`src/rtl/axiuart_arb_pkg.sv`:
```
`default_nettype none
// ============================================================================
// Module  : axiuart_arb_pkg
// Brief   : Shared FSM state encoding, AXI response codes and helpers for the
//           AXI-Lite access arbiter.
// Revision: 1.0 - initial release
// ============================================================================
package axiuart_arb_pkg;

    typedef enum logic [2:0] {
        ST_IDLE    = 3'd0,
        ST_WR_REQ  = 3'd1,
        ST_WR_RESP = 3'd2,
        ST_RD_REQ  = 3'd3,
        ST_RD_RESP = 3'd4,
        ST_DONE    = 3'd5
    } arb_state_e;

    localparam logic [1:0] RESP_OKAY   = 2'b00;
    localparam logic [1:0] RESP_SLVERR = 2'b10;

    localparam int TIMEOUT_DEFAULT = 1000;

    // Distance of requester idx from the round-robin start point ptr (0 = first choice).
    function automatic int rr_distance(input int idx, input int ptr, input int n);
        return (idx - ptr + n) % n;
    endfunction

endpackage
`default_nettype wire

```
`src/rtl/axi4_lite_if.sv`:
```
`default_nettype none
// ============================================================================
// Module  : axi4_lite_if
// Brief   : AXI4-Lite bundle with master and slave views.
// Revision: 1.0 - initial release
// ============================================================================
interface axi4_lite_if #(
    parameter int ADDR_WIDTH = 32,
    parameter int DATA_WIDTH = 32
);
    logic                    awvalid;
    logic                    awready;
    logic [ADDR_WIDTH-1:0]   awaddr;
    logic [2:0]              awprot;
    logic                    wvalid;
    logic                    wready;
    logic [DATA_WIDTH-1:0]   wdata;
    logic [DATA_WIDTH/8-1:0] wstrb;
    logic                    bvalid;
    logic                    bready;
    logic [1:0]              bresp;
    logic                    arvalid;
    logic                    arready;
    logic [ADDR_WIDTH-1:0]   araddr;
    logic [2:0]              arprot;
    logic                    rvalid;
    logic                    rready;
    logic [DATA_WIDTH-1:0]   rdata;
    logic [1:0]              rresp;

    modport master (
        output awvalid, awaddr, awprot, wvalid, wdata, wstrb, bready,
               arvalid, araddr, arprot, rready,
        input  awready, wready, bvalid, bresp, arready, rvalid, rdata, rresp
    );

    modport slave (
        input  awvalid, awaddr, awprot, wvalid, wdata, wstrb, bready,
               arvalid, araddr, arprot, rready,
        output awready, wready, bvalid, bresp, arready, rvalid, rdata, rresp
    );
endinterface
`default_nettype wire

```
`src/rtl/axi_lite_access_arbiter_rr_arbiter.sv`:
```
`default_nettype none
// ============================================================================
// Module  : rr_arbiter
// Brief   : Round-robin pick over NUM_REQ requesters with a registered
//           start pointer that moves past each accepted grant.
// Revision: 1.0 - initial release
// ============================================================================
module rr_arbiter
    import axiuart_arb_pkg::*;
#(
    parameter int NUM_REQ = 2
) (
    input  logic               clk,
    input  logic               rst_n,
    input  logic [NUM_REQ-1:0] req,
    input  logic               advance,
    output logic               gnt_valid,
    output logic [1:0]         gnt_idx
);

    logic [1:0] ptr_q;
    logic [1:0] ptr_d;
    int         best_dist;

    // Closest active requester at or after the pointer wins.
    always_comb begin
        gnt_valid = 1'b0;
        gnt_idx   = 2'd0;
        best_dist = NUM_REQ;
        for (int j = 0; j < NUM_REQ; j++) begin
            if (req[j] && (rr_distance(j, int'(ptr_q), NUM_REQ) < best_dist)) begin
                best_dist = rr_distance(j, int'(ptr_q), NUM_REQ);
                gnt_valid = 1'b1;
                gnt_idx   = 2'(j);
            end
        end
    end

    always_comb begin
        ptr_d = ptr_q;
        if (advance && gnt_valid) begin
            ptr_d = (int'(gnt_idx) == NUM_REQ - 1) ? 2'd0 : gnt_idx + 2'd1;
        end
    end

    always_ff @(posedge clk or negedge rst_n) begin
        if (!rst_n) begin
            ptr_q <= 2'd0;
        end else begin
            ptr_q <= ptr_d;
        end
    end

endmodule
`default_nettype wire

```
`src/rtl/axi_lite_access_arbiter.sv`:
```
`default_nettype none
// ============================================================================
// Module  : axi_lite_access_arbiter
// Brief   : Shares one AXI4-Lite master port among NUM_REQ simple requesters,
//           one transaction at a time, with round-robin grant and timeout.
// Revision: 1.0 - initial release
// ============================================================================
module axi_lite_access_arbiter
    import axiuart_arb_pkg::*;
#(
    parameter int NUM_REQ        = 2,
    parameter int ADDR_WIDTH     = 32,
    parameter int DATA_WIDTH     = 32,
    parameter int TIMEOUT_CYCLES = TIMEOUT_DEFAULT
) (
    input  logic                            clk,
    input  logic                            rst_n,
    input  logic [NUM_REQ-1:0]              req,
    input  logic [NUM_REQ-1:0]              we,
    input  logic [NUM_REQ*ADDR_WIDTH-1:0]   addr,
    input  logic [NUM_REQ*DATA_WIDTH-1:0]   wdata,
    input  logic [NUM_REQ*DATA_WIDTH/8-1:0] wstrb,
    output logic [NUM_REQ-1:0]              ack,
    output logic [DATA_WIDTH-1:0]           rdata,
    output logic [1:0]                      resp,
    output logic                            timeout,
    output logic                            busy,
    output logic [1:0]                      grant_id,
    axi4_lite_if.master                     axi
);

    localparam int STRB_WIDTH = DATA_WIDTH / 8;
    // One spare bit so the count can pass the limit without wrapping.
    localparam int CNT_WIDTH  = $clog2(TIMEOUT_CYCLES) + 1;

    arb_state_e            state_q, state_d;
    logic                  aw_pend_q, aw_pend_d;
    logic                  w_pend_q, w_pend_d;
    logic                  ar_pend_q, ar_pend_d;
    logic [ADDR_WIDTH-1:0] addr_q, addr_d;
    logic [DATA_WIDTH-1:0] wdata_q, wdata_d;
    logic [STRB_WIDTH-1:0] wstrb_q, wstrb_d;
    logic [1:0]            grant_id_q, grant_id_d;
    logic [DATA_WIDTH-1:0] rdata_q, rdata_d;
    logic [1:0]            resp_q, resp_d;
    logic                  timeout_q, timeout_d;
    logic [CNT_WIDTH-1:0]  tcnt_q, tcnt_d;

    logic                  gnt_valid;
    logic [1:0]            gnt_idx;
    logic                  arb_advance;
    logic                  sel_we;
    logic [ADDR_WIDTH-1:0] sel_addr;
    logic [DATA_WIDTH-1:0] sel_wdata;
    logic [STRB_WIDTH-1:0] sel_wstrb;
    logic [CNT_WIDTH-1:0]  tcnt_inc;
    logic                  in_txn;
    logic                  tmo_hit;

    rr_arbiter #(
        .NUM_REQ (NUM_REQ)
    ) u_rr_arbiter (
        .clk       (clk),
        .rst_n     (rst_n),
        .req       (req),
        .advance   (arb_advance),
        .gnt_valid (gnt_valid),
        .gnt_idx   (gnt_idx)
    );

    always_comb begin
        sel_we    = 1'b0;
        sel_addr  = '0;
        sel_wdata = '0;
        sel_wstrb = '0;
        for (int i = 0; i < NUM_REQ; i++) begin
            if (gnt_idx == 2'(i)) begin
                sel_we    = we[i];
                sel_addr  = addr[i*ADDR_WIDTH +: ADDR_WIDTH];
                sel_wdata = wdata[i*DATA_WIDTH +: DATA_WIDTH];
                sel_wstrb = wstrb[i*STRB_WIDTH +: STRB_WIDTH];
            end
        end
    end

    assign in_txn   = (state_q == ST_WR_REQ) || (state_q == ST_WR_RESP) ||
                      (state_q == ST_RD_REQ) || (state_q == ST_RD_RESP);
    assign tcnt_inc = tcnt_q + 1'b1;
    assign tmo_hit  = in_txn && (tcnt_inc >= CNT_WIDTH'(TIMEOUT_CYCLES));

    always_comb begin
        state_d     = state_q;
        aw_pend_d   = aw_pend_q;
        w_pend_d    = w_pend_q;
        ar_pend_d   = ar_pend_q;
        addr_d      = addr_q;
        wdata_d     = wdata_q;
        wstrb_d     = wstrb_q;
        grant_id_d  = grant_id_q;
        rdata_d     = rdata_q;
        resp_d      = resp_q;
        timeout_d   = 1'b0;
        tcnt_d      = in_txn ? tcnt_inc : tcnt_q;
        arb_advance = 1'b0;

        case (state_q)
            ST_IDLE: begin
                if (gnt_valid) begin
                    arb_advance = 1'b1;
                    grant_id_d  = gnt_idx;
                    addr_d      = sel_addr;
                    wdata_d     = sel_wdata;
                    wstrb_d     = sel_wstrb;
                    tcnt_d      = '0;
                    if (sel_we) begin
                        state_d   = ST_WR_REQ;
                        aw_pend_d = 1'b1;
                        w_pend_d  = 1'b1;
                    end else begin
                        state_d   = ST_RD_REQ;
                        ar_pend_d = 1'b1;
                    end
                end
            end
            ST_WR_REQ: begin
                aw_pend_d = aw_pend_q & ~axi.awready;
                w_pend_d  = w_pend_q & ~axi.wready;
                if (!aw_pend_d && !w_pend_d) begin
                    state_d = ST_WR_RESP;
                end
            end
            ST_WR_RESP: begin
                if (axi.bvalid) begin
                    resp_d  = axi.bresp;
                    state_d = ST_DONE;
                end
            end
            ST_RD_REQ: begin
                if (axi.arready) begin
                    ar_pend_d = 1'b0;
                    state_d   = ST_RD_RESP;
                end
            end
            ST_RD_RESP: begin
                if (axi.rvalid) begin
                    rdata_d = axi.rdata;
                    resp_d  = axi.rresp;
                    state_d = ST_DONE;
                end
            end
            ST_DONE: begin
                state_d = ST_IDLE;
            end
            default: begin
                state_d = ST_IDLE;
            end
        endcase

        // A response landing on the limit cycle still wins over the timeout.
        if (tmo_hit && (state_d == state_q)) begin
            state_d   = ST_DONE;
            aw_pend_d = 1'b0;
            w_pend_d  = 1'b0;
            ar_pend_d = 1'b0;
            resp_d    = RESP_SLVERR;
            timeout_d = 1'b1;
        end
    end

    always_ff @(posedge clk or negedge rst_n) begin
        if (!rst_n) begin
            state_q    <= ST_IDLE;
            aw_pend_q  <= 1'b0;
            w_pend_q   <= 1'b0;
            ar_pend_q  <= 1'b0;
            addr_q     <= '0;
            wdata_q    <= '0;
            wstrb_q    <= '0;
            grant_id_q <= 2'd0;
            rdata_q    <= '0;
            resp_q     <= RESP_OKAY;
            timeout_q  <= 1'b0;
            tcnt_q     <= '0;
        end else begin
            state_q    <= state_d;
            aw_pend_q  <= aw_pend_d;
            w_pend_q   <= w_pend_d;
            ar_pend_q  <= ar_pend_d;
            addr_q     <= addr_d;
            wdata_q    <= wdata_d;
            wstrb_q    <= wstrb_d;
            grant_id_q <= grant_id_d;
            rdata_q    <= rdata_d;
            resp_q     <= resp_d;
            timeout_q  <= timeout_d;
            tcnt_q     <= tcnt_d;
        end
    end

    always_comb begin
        ack = '0;
        for (int i = 0; i < NUM_REQ; i++) begin
            ack[i] = (state_q == ST_DONE) && (grant_id_q == 2'(i));
        end
    end

    assign rdata    = rdata_q;
    assign resp     = resp_q;
    assign timeout  = timeout_q;
    assign busy     = (state_q != ST_IDLE);
    assign grant_id = grant_id_q;

    assign axi.awvalid = aw_pend_q;
    assign axi.awaddr  = addr_q;
    assign axi.awprot  = 3'b000;
    assign axi.wvalid  = w_pend_q;
    assign axi.wdata   = wdata_q;
    assign axi.wstrb   = wstrb_q;
    assign axi.arvalid = ar_pend_q;
    assign axi.araddr  = addr_q;
    assign axi.arprot  = 3'b000;
    // Idle drains stray late beats; gating with rst_n keeps them low in reset.
    assign axi.bready  = (state_q == ST_WR_RESP) || ((state_q == ST_IDLE) && rst_n);
    assign axi.rready  = (state_q == ST_RD_RESP) || ((state_q == ST_IDLE) && rst_n);

endmodule
`default_nettype wire

```
`src/flat_wrapper.sv`:
```
// flat-port wrapper written by rule: the top's interface ports become plain ports
module axi_lite_access_arbiter_flat import axiuart_arb_pkg::*;
#(
    parameter int NUM_REQ        = 2,
    parameter int ADDR_WIDTH     = 32,
    parameter int DATA_WIDTH     = 32,
    parameter int TIMEOUT_CYCLES = TIMEOUT_DEFAULT
)
  (clk, rst_n, req, we, addr, wdata, wstrb, ack, rdata, resp, timeout, busy, grant_id, axi_awvalid, axi_awaddr, axi_awprot, axi_wvalid, axi_wdata, axi_wstrb, axi_bready, axi_arvalid, axi_araddr, axi_arprot, axi_rready, axi_awready, axi_wready, axi_bvalid, axi_bresp, axi_arready, axi_rvalid, axi_rdata, axi_rresp);
  axi4_lite_if #(.ADDR_WIDTH(ADDR_WIDTH), .DATA_WIDTH(DATA_WIDTH)) axi_i ();
  input  logic clk;
  input  logic rst_n;
  input  logic [NUM_REQ-1:0] req;
  input  logic [NUM_REQ-1:0] we;
  input  logic [NUM_REQ*ADDR_WIDTH-1:0] addr;
  input  logic [NUM_REQ*DATA_WIDTH-1:0] wdata;
  input  logic [NUM_REQ*DATA_WIDTH/8-1:0] wstrb;
  output logic [NUM_REQ-1:0] ack;
  output logic [DATA_WIDTH-1:0] rdata;
  output logic [1:0] resp;
  output logic timeout;
  output logic busy;
  output logic [1:0] grant_id;
  output wire logic [$bits(axi_i.awvalid)-1:0] axi_awvalid;
  output wire logic [$bits(axi_i.awaddr)-1:0] axi_awaddr;
  output wire logic [$bits(axi_i.awprot)-1:0] axi_awprot;
  output wire logic [$bits(axi_i.wvalid)-1:0] axi_wvalid;
  output wire logic [$bits(axi_i.wdata)-1:0] axi_wdata;
  output wire logic [$bits(axi_i.wstrb)-1:0] axi_wstrb;
  output wire logic [$bits(axi_i.bready)-1:0] axi_bready;
  output wire logic [$bits(axi_i.arvalid)-1:0] axi_arvalid;
  output wire logic [$bits(axi_i.araddr)-1:0] axi_araddr;
  output wire logic [$bits(axi_i.arprot)-1:0] axi_arprot;
  output wire logic [$bits(axi_i.rready)-1:0] axi_rready;
  input wire logic [$bits(axi_i.awready)-1:0] axi_awready;
  input wire logic [$bits(axi_i.wready)-1:0] axi_wready;
  input wire logic [$bits(axi_i.bvalid)-1:0] axi_bvalid;
  input wire logic [$bits(axi_i.bresp)-1:0] axi_bresp;
  input wire logic [$bits(axi_i.arready)-1:0] axi_arready;
  input wire logic [$bits(axi_i.rvalid)-1:0] axi_rvalid;
  input wire logic [$bits(axi_i.rdata)-1:0] axi_rdata;
  input wire logic [$bits(axi_i.rresp)-1:0] axi_rresp;
  assign axi_awvalid = axi_i.awvalid;
  assign axi_awaddr = axi_i.awaddr;
  assign axi_awprot = axi_i.awprot;
  assign axi_wvalid = axi_i.wvalid;
  assign axi_wdata = axi_i.wdata;
  assign axi_wstrb = axi_i.wstrb;
  assign axi_bready = axi_i.bready;
  assign axi_arvalid = axi_i.arvalid;
  assign axi_araddr = axi_i.araddr;
  assign axi_arprot = axi_i.arprot;
  assign axi_rready = axi_i.rready;
  assign axi_i.awready = axi_awready;
  assign axi_i.wready = axi_wready;
  assign axi_i.bvalid = axi_bvalid;
  assign axi_i.bresp = axi_bresp;
  assign axi_i.arready = axi_arready;
  assign axi_i.rvalid = axi_rvalid;
  assign axi_i.rdata = axi_rdata;
  assign axi_i.rresp = axi_rresp;
  axi_lite_access_arbiter #(.NUM_REQ(NUM_REQ), .ADDR_WIDTH(ADDR_WIDTH), .DATA_WIDTH(DATA_WIDTH), .TIMEOUT_CYCLES(TIMEOUT_CYCLES)) u_core (.clk(clk), .rst_n(rst_n), .req(req), .we(we), .addr(addr), .wdata(wdata), .wstrb(wstrb), .ack(ack), .rdata(rdata), .resp(resp), .timeout(timeout), .busy(busy), .grant_id(grant_id), .axi(axi_i));
endmodule
```
`config.mk`:
```
export PLATFORM = sky130hd
export DESIGN_NAME = axi_lite_access_arbiter_flat
export DESIGN_NICKNAME = d
export VERILOG_FILES = /design/src/rtl/axiuart_arb_pkg.sv /design/src/rtl/axi4_lite_if.sv /design/src/rtl/axi_lite_access_arbiter_rr_arbiter.sv /design/src/rtl/axi_lite_access_arbiter.sv /design/src/flat_wrapper.sv
export SDC_FILE = /design/constraint.sdc
export NUM_CORES = 1
export LEC_CHECK = 0
export BUFFER_PORTS_ARGS = -buffer_cell sky130_fd_sc_hd__buf_2
export CAP_MARGIN = 20
export CORE_AREA = 2 2 132 134
export CTS_CLUSTER_SIZE = 16
export DETAILED_ROUTE_END_ITERATION = 8
export DIE_AREA = 0 0 134 136
export GPL_TIMING_DRIVEN = 0
export MAX_ROUTING_LAYER = met4
export PLACE_DENSITY = 0.71
export SLEW_MARGIN = 20
export SYNTH_ARGS = -nofsm -noshare
export SYNTH_HDL_FRONTEND = slang
export SYNTH_SLANG_ARGS = --single-unit
```
`constraint.sdc`:
```
create_clock -name clk -period 2.5 [get_ports clk]
set_input_delay 0.25 -clock clk [delete_from_list [all_inputs] [get_ports clk]]
set_output_delay 0.25 -clock clk [all_outputs]
set_load 0.03 [all_outputs]
```
* Yosys cells after proc, flatten, opt, wreduce, memory -nomap -nowiden *
Cells that the tools add are included.

storage, ports and cells
  input bits = 183
  output and inout bits = 151
  logic and storage cells = 113
  flip-flop bits (word level) = 124

cells by class
  multiplexer cells = 42
  eq/ne operators = 15
  magnitude comparators = 3
  reductions and logical operators = 28
  bitwise operators = 6
  $add $sub $neg = 6

operator list
  kind                                                    number
  2-to-1 mux 32 bit                                       5
  2-to-1 mux 11 bit                                       3
  < comparator 2 x 32 -> 1 bit                            1
  2-to-1 mux 3 bit                                        6
  2-to-1 mux 1 bit                                        16
  case mux 3 bit (5 select lines)                         1
  != test 3 bit (second input constant)                   4
  nonzero test 3 bit                                      4
  adder 11 x 1 -> 11 bit (second input constant)          1
  >= comparator 11 x 10 -> 1 bit (second input constant)  1
  2-to-1 mux 2 bit                                        5
  logical AND 1 bit                                       9
  adder 3 x 3 -> 4 bit (second input constant)            2
  2-to-1 mux 4 bit                                        2
  == test 3 x 2 -> 1 bit (second input constant)          2
  == test 3 bit (second input constant)                   2
  case mux 1 bit (2 select lines)                         3
  AND reduction 3 bit                                     2
  subtractor 1 x 2 -> 3 bit (first input constant)        2
  logical OR 1 bit                                        5
  AND 1 bit                                               4
  zero test 2 bit                                         2
  case mux 2 bit (2 select lines)                         1
  AND reduction 2 bit                                     2
  13 further kinds                                        15

* Longest topological paths before layout *
Gate-level depths: netlist of run 1.

  word-level depth = 19
  gate-level depth with buffers = 8

* Cells and area by module *
From an unflattened synthesis of run 1, not the netlist that was laid out.

unflattened totals
  cells, all modules = 580
  area, all modules = 6211.0 µm²

by module, submodules not included
  module                   cells each  instances  area each (µm²)
  axi_lite_access_arbiter  572         1          6145.9
  rr_arbiter               8           1          65.1

* Least setup slack after synthesis of run 1 *
No wires, ideal clock.

  path kind = register to register
  from = register u_core.tcnt_q[0]
  to = register u_core.resp_q[0] (netlist: u_core.resp[0])
  stages on the path, launching flop included = 8
  buffers on the path = 1
  data required time = 2377 ps
  library setup time = 123 ps
  data arrival time = 2032 ps
  slack = 345 ps
  cells stage by stage = dfrtp_1 -> ha_1 -> and3_1 -> buf_2 -> nor4_2 -> a311oi_1 -> o41a_1 -> o221a_1

on the way
  word-level cells in the longest chain between the ends = 6
  elaborated cells on any way between the ends = 9
  classes of those cells = 1 x add/sub; 1 x order compare; 2 x eq/ne; 1 x mux; 4 x reduce/logical

ends and longest elaborated chain
  what                                                                  line                            text
  start, declared                                                       axi_lite_access_arbiter.sv:47   logic [CNT_WIDTH-1:0] tcnt_q, tcnt_d;
  start signal, assigned                                                axi_lite_access_arbiter.sv:196  tcnt_q <= tcnt_d;
  adder 11 x 1 -> 11 bit *                                              axi_lite_access_arbiter.sv:88   assign tcnt_inc = tcnt_q + 1'b1;
  >= comparator 11 x 10 -> 1 bit *                                      axi_lite_access_arbiter.sv:89   assign tmo_hit = in_txn && (tcnt_inc >= CNT_WIDTH'(TIMEOUT_CYCLES));
  logical AND 1 bit *                                                   axi_lite_access_arbiter.sv:89
  logical AND 1 bit *                                                   axi_lite_access_arbiter.sv:160  if (tmo_hit && (state_d == state_q)) begin
  != test 3 bit (no line) / nonzero test 3 bit (equally long branches)  -
  AND reduction 3 bit (no line)                                         -
  end signal, assigned                                                  axi_lite_access_arbiter.sv:194  resp_q <= resp_d;
  end, declared                                                         axi_lite_access_arbiter.sv:45   logic [1:0] resp_q, resp_d;

Mark *: on every way between the ends. The rest lies on a longest branch, timed or not.
A chain may end at the register's enable or synchronous reset.

* Final worst setup path of run 1 *
Same ends and word-level chain as after synthesis.

==> results.cfg, run 1 <==
[worst_setup_path]
critPathMaxFanout = 7
critPathRequiredTime_ns = 2.79
cp_slowest_cell = o41a_1
path_cells = ha_1 -> and3_1 -> buf_2 -> nor4_2 -> a311oi_1 -> o41a_1 -> o221a_1
r2r_cells = 7
cp-end-kind = flop
cp_top_family = compound AO/OA/AOI/OAI gates
startpoint_type = flop
criticalPathCategory = reg2reg
r2r_start = u_core.tcnt_q[0]
cp_slowest_stage_delay_ns = 0.54
crit_buf_inv = 1
r2r_end = u_core.resp[0]
rrSetupSlack_ns = 0.16
crit_arrival_ns = 2.64

[worst_hold_path]
hp-class = in2reg
min_from = axi_awready
min_to = u_core.axi.awvalid
hold_path_depth = 2

[detailed_routing]
drt_iter0_markers = 535
post_drt_wl_per_cell_microns = 15.9
vias = 5357
via_per_inst = 4.90
ant_nets = 0
drc = 0
drt_first_pass_iters = 9
wl_microns = 17400

[pwr]
switchingPower_mw = 5.68
pwr-share-seq = 0.276
totalPowerFinal_mw = 12.6
power.share.clock = 0.212
internal_power_mw = 6.93
power_density_mw_per_mm2 = 1510
ir_drop_mv = 0.716
p_leak_nw = 4.62
p_sw_frac = 0.451
combPwrFrac = 0.511

[logic_synthesis]
yosys.area.top_type = dfrtp_1
yosysTopAreaCellShare = 0.536
synth_area_leaders = dfrtp_1 54%, a222oi_1 12%, mux2_2 6.3%
async_flop_share = 1.00
synth.cell_area_sq_mm = 0.00569
synth_edf_count = 0
postSynthCellCount = 503
dominantRegCellSynth = dfrtp_1
ys_types = 51
ys.warnings.count = 0
syn_avg_cell_area_sq_um = 11.3
ys_seq_area_frac = 0.536
synth-seq-cells = 122

[placement]
place_ws_ns = 0.00546
routabilityCongestion = 0.868
dp_hpwl_microns = 13200
port_buffers = 326

[cells_and_area]
multiInputGateArea_sq_mm = 0.00196
regArea_sq_mm = 0.00305
nets = 1041
area_growth_pct = 46.4
layout-drive-gt1-share = 0.512
num_antenna_cells = 0
fillers = 1554

[floorplanning]
start_util = 0.337
dieArea_sq_mm = 0.0182
die_w_microns = 134
top_level_ports = 334
row_count = 48
core_region_area_sq_mm = 0.0169
die_y_microns = 136

[clock_network]
cts_tree = built
clkSinkCount = 122
cts_root_buffer = clkbuf_16
cts.path.max_buffers = 2
insertion_delay_ns = 0.40
clk_pin_slew_ns = 0.05
cts_made_buffers = 17
cts_max_level = 4

[timing]
fin_skew_ns = 0.00660
setup_slack_ns = 0.156
setup_tns_ns = 0
period_needed_ns = 2.34
clock.fmax_mhz = 427
tightest_slew_ns = 0.671
max-slew-margin-rel = 0.553
slew_violations = 0
rsz0062_at_grt = false
post-route-period-util = 0.938
finalHoldViolations = 0
setup_violations = 0

[job]
drv_cap = 0

[grt]
grt_max_degree = 76
grt_pass1_vias = 5010
grt_pass1_wl_microns = 26100
gr-total-overflow = 0
grt_usage = 0.189
antenna_found_initial = 0

[status]
status = finished clean
-- registers in the layout (all words and copies together), names as in the netlist, 2 cells and up --
name	count
u_core.state_q	3
u_core.axi.wdata	32
u_core.axi.wstrb	4
u_core.tcnt_q	11
u_core.axi.araddr	32
u_core.resp	2
u_core.rdata	32
-- repair_timing --
item | in CTS | in global routing
setup buffers | 0 | 0
resized for setup | 1 | 2
gates cloned | 0 | 0
setup endpoints to repair | 6 | 42
hold buffers | 1 | 0
endpoints found under the hold margin | 47 | 0
-- final cells by class --
type | count | share of cell area
Buffer | 74 | 0.0529
Clock buffer | 24 | 0.0578
Clock inverter | 7 | 0.0195
Inverter | 73 | 0.0329
Multi-Input combinational cell | 240 | 0.236
Sequential cell | 122 | 0.366
Tap cell | 225 | 0.0338
Timing Repair Buffer | 328 | 0.201
-- kinds of logic after synthesis --
family,after synthesis,synth area share
buf+inv,147,0.125
flops,122,0.536
compound gates,104,0.167
simple gates,74,0.0692
mux,37,0.0723
xor+xnor,16,0.0246
fa+ha+maj,2,0.00440
other cells,1,0.000659
-- power groups by stage --
| stage | clock network, mW | registers [mW] | logic, mW |
|---|---|---|---|
| after global routing | 2.82 | 3.60 | 6.92 |
| after floorplan | 0 | 5.09 | 2.88 |
| final | 2.68 | 3.48 | 6.44 |
| after global placement | 0 | 3.47 | 6.40 |
| after detailed placement | 0 | 3.50 | 6.48 |
| after CTS | 2.74 | 3.48 | 6.49 |
-- worst register-to-register path: stages (launching register included) --
cell,delay [ns]
dfrtp_1,0.45
ha_1,0.29
and3_1,0.19
buf_2,0.16
nor4_2,0.27
a311oi_1,0.12
o41a_1,0.54
o221a_1,0.23
-- through the flow --
stage	utilization	hold WS, ns	area, sq um	instances
finish	0.494	0.0471	8330	1093
global route	0.494	0.0388	8330	1093
CTS	0.493	0.0245	8320	1093
detailed placement	0.454	0.221	7660	1061
global placement	0.452	0.461	7630	1060
floorplan	-	-0.0456	5710	509
-- cell usage after synthesis (3+ instances only) --
cell type / number
nor2_1: 22
dfrtp_1: 122
o21ai_1: 4
nand2b_1: 3
inv_1: 73
mux2_2: 32
nand3b_1: 3
mux2i_1: 4
buf_4: 39
nor4_1: 3
nand4_1: 8
nor3_1: 3
a222oi_1: 68
clkbuf_1: 23
a21oi_1: 6
buf_2: 12
xor2_1: 10
xnor2_1: 6
nand3_1: 7
nand2_1: 10
and3_1: 5
-- layer usage --
metal,wire [microns],track usage
met5,0,-
met4,370,0.0691
met3,1350,0.0440
met2,8530,0.309
met1,7120,0.230
-- cell usage in the layout, fill, tap and decap left out, types with 4 or more instances in the layout --
cell type and instances:
and3_1 5, bufinv_16 5, clkbuf_16 17, nand3_1 7
nand4_1 8, mux2i_1 4, buf_4 39, a21oi_1 6
a222oi_1 68, o21ai_1 4, xnor2_1 6, clkbuf_1 26
xor2_1 10, buf_2 337, inv_1 73, conb_1 7
dfrtp_1 122, nand2_1 10, nor2_1 22, mux2_2 32
-- worst max path at each step --
| stage | cells after the start | end | startpoint | slack [ns] |
|---|---|---|---|---|
| after floorplan | 7 | u_core.resp[0] | u_core.tcnt_q[0] | 0.34 |
| after global placement | 4 | axi_bready | rst_n | -0.60 |
| after detailed placement | 7 | u_core.axi.wdata[2] | u_core.state_q[2] | 0.005 |
| after CTS | 7 | u_core.axi.wvalid | u_core.tcnt_q[0] | 0.04 |
| after global routing | 7 | u_core.resp[0] | u_core.tcnt_q[0] | 0.01 |
| final | 7 | u_core.resp[0] | u_core.tcnt_q[0] | 0.16 |
Note: power is estimated with default switching activity, not from simulation.
==> run 2, diff against run 1 <==
--- a/config.mk
+++ b/config.mk
@@ -5,15 +5,16 @@
 export SDC_FILE = /design/constraint.sdc
 export NUM_CORES = 1
 export LEC_CHECK = 0
+export ABC_CLOCK_PERIOD_IN_PS = 2100
 export BUFFER_PORTS_ARGS = -buffer_cell sky130_fd_sc_hd__buf_2
 export CAP_MARGIN = 20
-export CORE_AREA = 2 2 132 134
+export CORE_AREA = 2 2 130 132
 export CTS_CLUSTER_SIZE = 16
 export DETAILED_ROUTE_END_ITERATION = 8
-export DIE_AREA = 0 0 134 136
+export DIE_AREA = 0 0 132 134
 export GPL_TIMING_DRIVEN = 0
 export MAX_ROUTING_LAYER = met4
-export PLACE_DENSITY = 0.71
+export PLACE_DENSITY = 0.75
 export SLEW_MARGIN = 20
 export SYNTH_ARGS = -nofsm -noshare
 export SYNTH_HDL_FRONTEND = slang
==> constraint.sdc (replaced) <==
create_clock -name clk -period 2.1 [get_ports clk]
set_input_delay 0.21 -clock clk [delete_from_list [all_inputs] [get_ports clk]]
set_output_delay 0.21 -clock clk [all_outputs]
set_load 0.03 [all_outputs]
==> results.cfg, run 2 (synthesized netlist as in run 1, its figures left out) <==
[worst_setup_path]
critPathRequiredTime_ns = 2.39
crit_buf_inv = 0
cp_top_family = compound AO/OA/AOI/OAI gates
cp_slowest_cell = o41a_1
path_cells = ha_2 -> and3_4 -> a31o_2 -> nand3_1 -> o41a_1 -> o221a_1
startpoint_type = flop
cp_slowest_stage_delay_ns = 0.51
crit_arrival_ns = 2.28
critPathMaxFanout = 7
criticalPathCategory = reg2reg
cp-end-kind = flop

[placement]
dp_hpwl_microns = 13900
routabilityCongestion = 0.876
port_buffers = 326

[grt]
antenna_found_initial = 0
grt_max_degree = 64
grt_usage = 0.212
gr-total-overflow = 0
grt_pass1_vias = 5582
grt_pass1_wl_microns = 28700

[detailed_routing]
vias = 5507
wl_microns = 18500
drt_first_pass_iters = 7
via_per_inst = 5.03
ant_nets = 0
post_drt_wl_per_cell_microns = 16.9
drt_iter0_markers = 454
drc = 0

[timing]
post-route-period-util = 0.950
slew_violations = 0
tightest_slew_ns = 0.562
finalHoldWorstSlack_ns = 0.0183
rsz0062_at_grt = true
finalHoldViolations = 0
setup_tns_ns = 0
period_needed_ns = 1.99
max-slew-margin-rel = 0.625
clock.fmax_mhz = 501
setup_violations = 0
fin_skew_ns = 0.00896

[floorplanning]
start_util = 0.349
top_level_ports = 334
row_count = 47
die_y_microns = 134
die_w_microns = 132
dieArea_sq_mm = 0.0177
core_region_area_sq_mm = 0.0163

[clock_network]
cts_tree = built
clk_pin_slew_ns = 0.06
insertion_delay_ns = 0.41
cts_made_buffers = 17
cts_max_level = 4
cts_root_buffer = clkbuf_16
clkSinkCount = 122
cts.path.max_buffers = 2

[cells_and_area]
final_common_cell = buf_2
nets = 1048
layout_common_cells = 332 x buf_2, 119 x dfrtp_1, 73 x inv_1
num_antenna_cells = 0
layout-drive-gt1-share = 0.539
area_growth_pct = 47.8

[pwr]
p_leak_nw = 4.65
ir_drop_mv = 1.04
power_density_mw_per_mm2 = 1780

[worst_hold_path]
hp-class = in2reg

[job]
drv_cap = 0

[status]
status = finished clean
## run 2: path summary, 6_finish.rpt
check	from	end	slack (ns)	cells past startpoint
min	axi_rdata[7]	u_core.rdata[7]	0.02	2
min in group asynchronous	rst_n	u_core.rdata[11]	0.32	2
max reg2reg	u_core.tcnt_q[0]	u_core.resp[0]	0.11	6
min reg2reg	u_core.axi.wdata[0]	u_core.axi.wdata[0]	0.48	2
max	u_core.tcnt_q[0]	u_core.resp[0]	0.11	6
max in group asynchronous	rst_n	u_core.axi.araddr[25]	1.09	3
## run 2: per-layer routing
| layer | share of wire | GRT usage |
|---|---|---|
| met1 | 0.40 | 0.254 |
| met2 | 0.51 | 0.355 |
| met3 | 0.080 | 0.0556 |
| met4 | 0.012 | 0.0604 |
| met5 | 0 | - |
## run 2: area by class of cell
type | count | area, sq um
Buffer | 71 | 450
Clock buffer | 19 | 453
Clock inverter | 12 | 140
Fill cell | 1481 | 7880
Inverter | 73 | 274
Multi-Input combinational cell | 240 | 2000
Sequential cell | 122 | 3060
Tap cell | 220 | 275
Timing Repair Buffer | 338 | 1760
## run 2: timing repair
item	CTS	global route
setup endpoints to repair	78	59
hold buffers	3	0
pin swaps	4	4
resized for setup	17	17
buffers inserted	5	3
endpoints found under the hold margin	61	0
## run 2: metrics by stage
step                power [mW]  utilization  cells  area (sq um)  setup slack, ns
floorplan                 9.49            -    509          5720           0.0370
global placement          11.7        0.468   1055          7630           -0.944
detailed placement        11.9        0.470   1056          7660           -0.302
CTS                       15.0        0.513   1092          8360          0.00484
global route              15.8        0.516   1095          8410          -0.0130
finish                    14.9        0.516   1095          8410            0.106
## run 2: worst reg2reg max path, delay by kind of cell, from the launching register on
kind | cells | cell delay [ns]
adder cells (fa/ha/maj) | 1 | 0.21
AO/OA/AOI/OAI | 3 | 0.92
flip-flops | 1 | 0.36
AND/OR/NAND/NOR | 2 | 0.39
## run 2: power by group
group	switching (mW)	internal [mW]
sequential	0.764	3.44
combinational	5.08	2.71
clock	1.11	1.82
total	6.96	7.97
==> run 3, diff against run 2 <==
--- a/config.mk
+++ b/config.mk
@@ -5,16 +5,16 @@
 export SDC_FILE = /design/constraint.sdc
 export NUM_CORES = 1
 export LEC_CHECK = 0
-export ABC_CLOCK_PERIOD_IN_PS = 2100
+export ABC_CLOCK_PERIOD_IN_PS = 2250
 export BUFFER_PORTS_ARGS = -buffer_cell sky130_fd_sc_hd__buf_2
 export CAP_MARGIN = 20
-export CORE_AREA = 2 2 130 132
+export CORE_AREA = 2 2 132 134
 export CTS_CLUSTER_SIZE = 16
 export DETAILED_ROUTE_END_ITERATION = 8
-export DIE_AREA = 0 0 132 134
+export DIE_AREA = 0 0 134 136
 export GPL_TIMING_DRIVEN = 0
 export MAX_ROUTING_LAYER = met4
-export PLACE_DENSITY = 0.75
+export PLACE_DENSITY = 0.71
 export SLEW_MARGIN = 20
 export SYNTH_ARGS = -nofsm -noshare
 export SYNTH_HDL_FRONTEND = slang
==> constraint.sdc (replaced) <==
create_clock -name clk -period 2.25 [get_ports clk]
set_input_delay 0.225 -clock clk [delete_from_list [all_inputs] [get_ports clk]]
set_output_delay 0.225 -clock clk [all_outputs]
set_load 0.03 [all_outputs]
==> results.cfg, run 3 (synthesized netlist as in run 1, its figures left out) <==
[detailed_routing]
post_drt_wl_per_cell_microns = 16.0
via_per_inst = 4.93
drc = 0
drt_iter0_markers = 587
drt_first_pass_iters = 6
ant_nets = 0
wl_microns = 17600
vias = 5420

[pwr]
power_density_mw_per_mm2 = 1670
p_sw_frac = 0.450
pwr-share-seq = 0.275
p_leak_nw = 4.67
power.share.clock = 0.211
switchingPower_mw = 6.36
totalPowerFinal_mw = 14.1
combPwrFrac = 0.514
ir_drop_mv = 0.798
internal_power_mw = 7.77

[cells_and_area]
layout-drive-gt1-share = 0.527
layout_common_cells = 337 x buf_2, 120 x dfrtp_1, 73 x inv_1
num_antenna_cells = 0
final_common_cell = buf_2
nets = 1047
area_growth_pct = 48.3

[grt]
grt_pass1_wl_microns = 26100
grt_pass1_vias = 5030
grt_max_degree = 76
gr-total-overflow = 0
grt_usage = 0.189
antenna_found_initial = 0

[clock_network]
cts_made_buffers = 17
clk_pin_slew_ns = 0.05
cts_max_level = 4
cts_tree = built
clkSinkCount = 122
insertion_delay_ns = 0.40
cts_root_buffer = clkbuf_16
cts.path.max_buffers = 2

[worst_setup_path]
crit_arrival_ns = 2.46
cp_slowest_cell = o41a_1
cp_top_family = compound AO/OA/AOI/OAI gates
startpoint_type = flop
path_cells = ha_4 -> and3_1 -> buf_2 -> o21ai_2 -> a311oi_2 -> o41a_1 -> o221a_1
cp-end-kind = flop
crit_buf_inv = 1
critPathMaxFanout = 7
critPathRequiredTime_ns = 2.54
cp_slowest_stage_delay_ns = 0.53
criticalPathCategory = reg2reg

[floorplanning]
row_count = 48
dieArea_sq_mm = 0.0182
die_w_microns = 134
core_region_area_sq_mm = 0.0169
die_y_microns = 136
top_level_ports = 334
start_util = 0.337

[timing]
slew_violations = 0
setup_violations = 0
finalHoldWorstSlack_ns = 0.0233
post-route-period-util = 0.963
fin_skew_ns = 0.00663
tightest_slew_ns = 0.632
setup_slack_ns = 0.0844
max-slew-margin-rel = 0.579
clock.fmax_mhz = 462
period_needed_ns = 2.17
finalHoldViolations = 0

[status]
status = finished clean

[placement]
port_buffers = 326
routabilityCongestion = 0.868
dp_hpwl_microns = 13200
place_ws_ns = -0.245

[worst_hold_path]
hp-class = in2reg

[job]
drv_cap = 0
## run 3: cell count changes in the layout (fill, tap and decap cells not counted), moves of 2 or more
cell,previous run,this run
clkbuf_1,12,20
clkinvlp_4,3,1
clkinv_4,3,0
bufinv_16,2,5
clkbuf_4,4,0
buf_2,332,337
inv_6,3,0
buf_4,48,43
## run 3: worst register-to-register path, stage by stage, from the launching register on
cell	delay [ns]
dfrtp_2	0.45
ha_4	0.19
and3_1	0.17
buf_2	0.17
o21ai_2	0.16
a311oi_2	0.15
o41a_1	0.53
o221a_1	0.25
## run 3: final timing paths
kind	start	slack (ns)	end	cells past startpoint
worst max-delay path	u_core.tcnt_q[1]	0.08	u_core.resp[0]	7
worst min-delay path	axi_awready	0.02	u_core.axi.awvalid	2
worst max register to register	u_core.tcnt_q[1]	0.08	u_core.resp[0]	7
worst min register to register	u_core.axi.wstrb[1]	0.48	u_core.axi.wstrb[1]	2
max in group asynchronous	rst_n	1.18	u_core.axi.araddr[30]	3
min in group asynchronous	rst_n	0.33	u_core.rdata[0]	2
## run 3: final cells by class
type / instances / area (sq um)
clock inverters: 7 / 163
inverters: 73 / 274
well taps: 225 / 282
multi-input cells: 240 / 2000
repair buffers: 334 / 1740
fillers: 1551 / 8440
clock buffers: 24 / 482
flip-flops and latches: 122 / 3060
plain buffers: 74 / 448
## run 3: what timing repair did
action	CTS	global route
setup endpoints to repair	64	74
endpoints found under the hold margin	48	0
buffers inserted	0	5
hold buffers	2	0
pin swaps	1	6
gates resized for setup	4	20
## run 3: per-stage QoR
stage | instance area [sq um] | util | TNS (ns) | instances
2_1_floorplan | 5710 | - | 0 | 509
3_3_place_gp | 7630 | 0.452 | -85.11 | 1060
3_5_place_dp | 7660 | 0.454 | -5.70 | 1061
4_1_cts | 8340 | 0.494 | 0 | 1094
5_1_grt | 8440 | 0.500 | -0.0217 | 1099
6_report | 8440 | 0.500 | 0 | 1099
## run 3: routing by layer
layer	GRT usage	up-vias	wire, microns
met4	0.0709	0	374
li1	-	2534	-
met2	0.308	249	8700
met3	0.0433	26	1230
met5	-	-	0
met1	0.231	2611	7310
## run 3: power groups by stage
stage,clock (mW),sequential [mW],combinational (mW)
2_1_floorplan,0,5.66,3.20
3_5_place_dp,0,3.88,7.20
3_3_place_gp,0,3.86,7.11
6_report,2.98,3.89,7.26
4_1_cts,3.05,3.87,7.22
5_1_grt,3.13,4.01,7.78
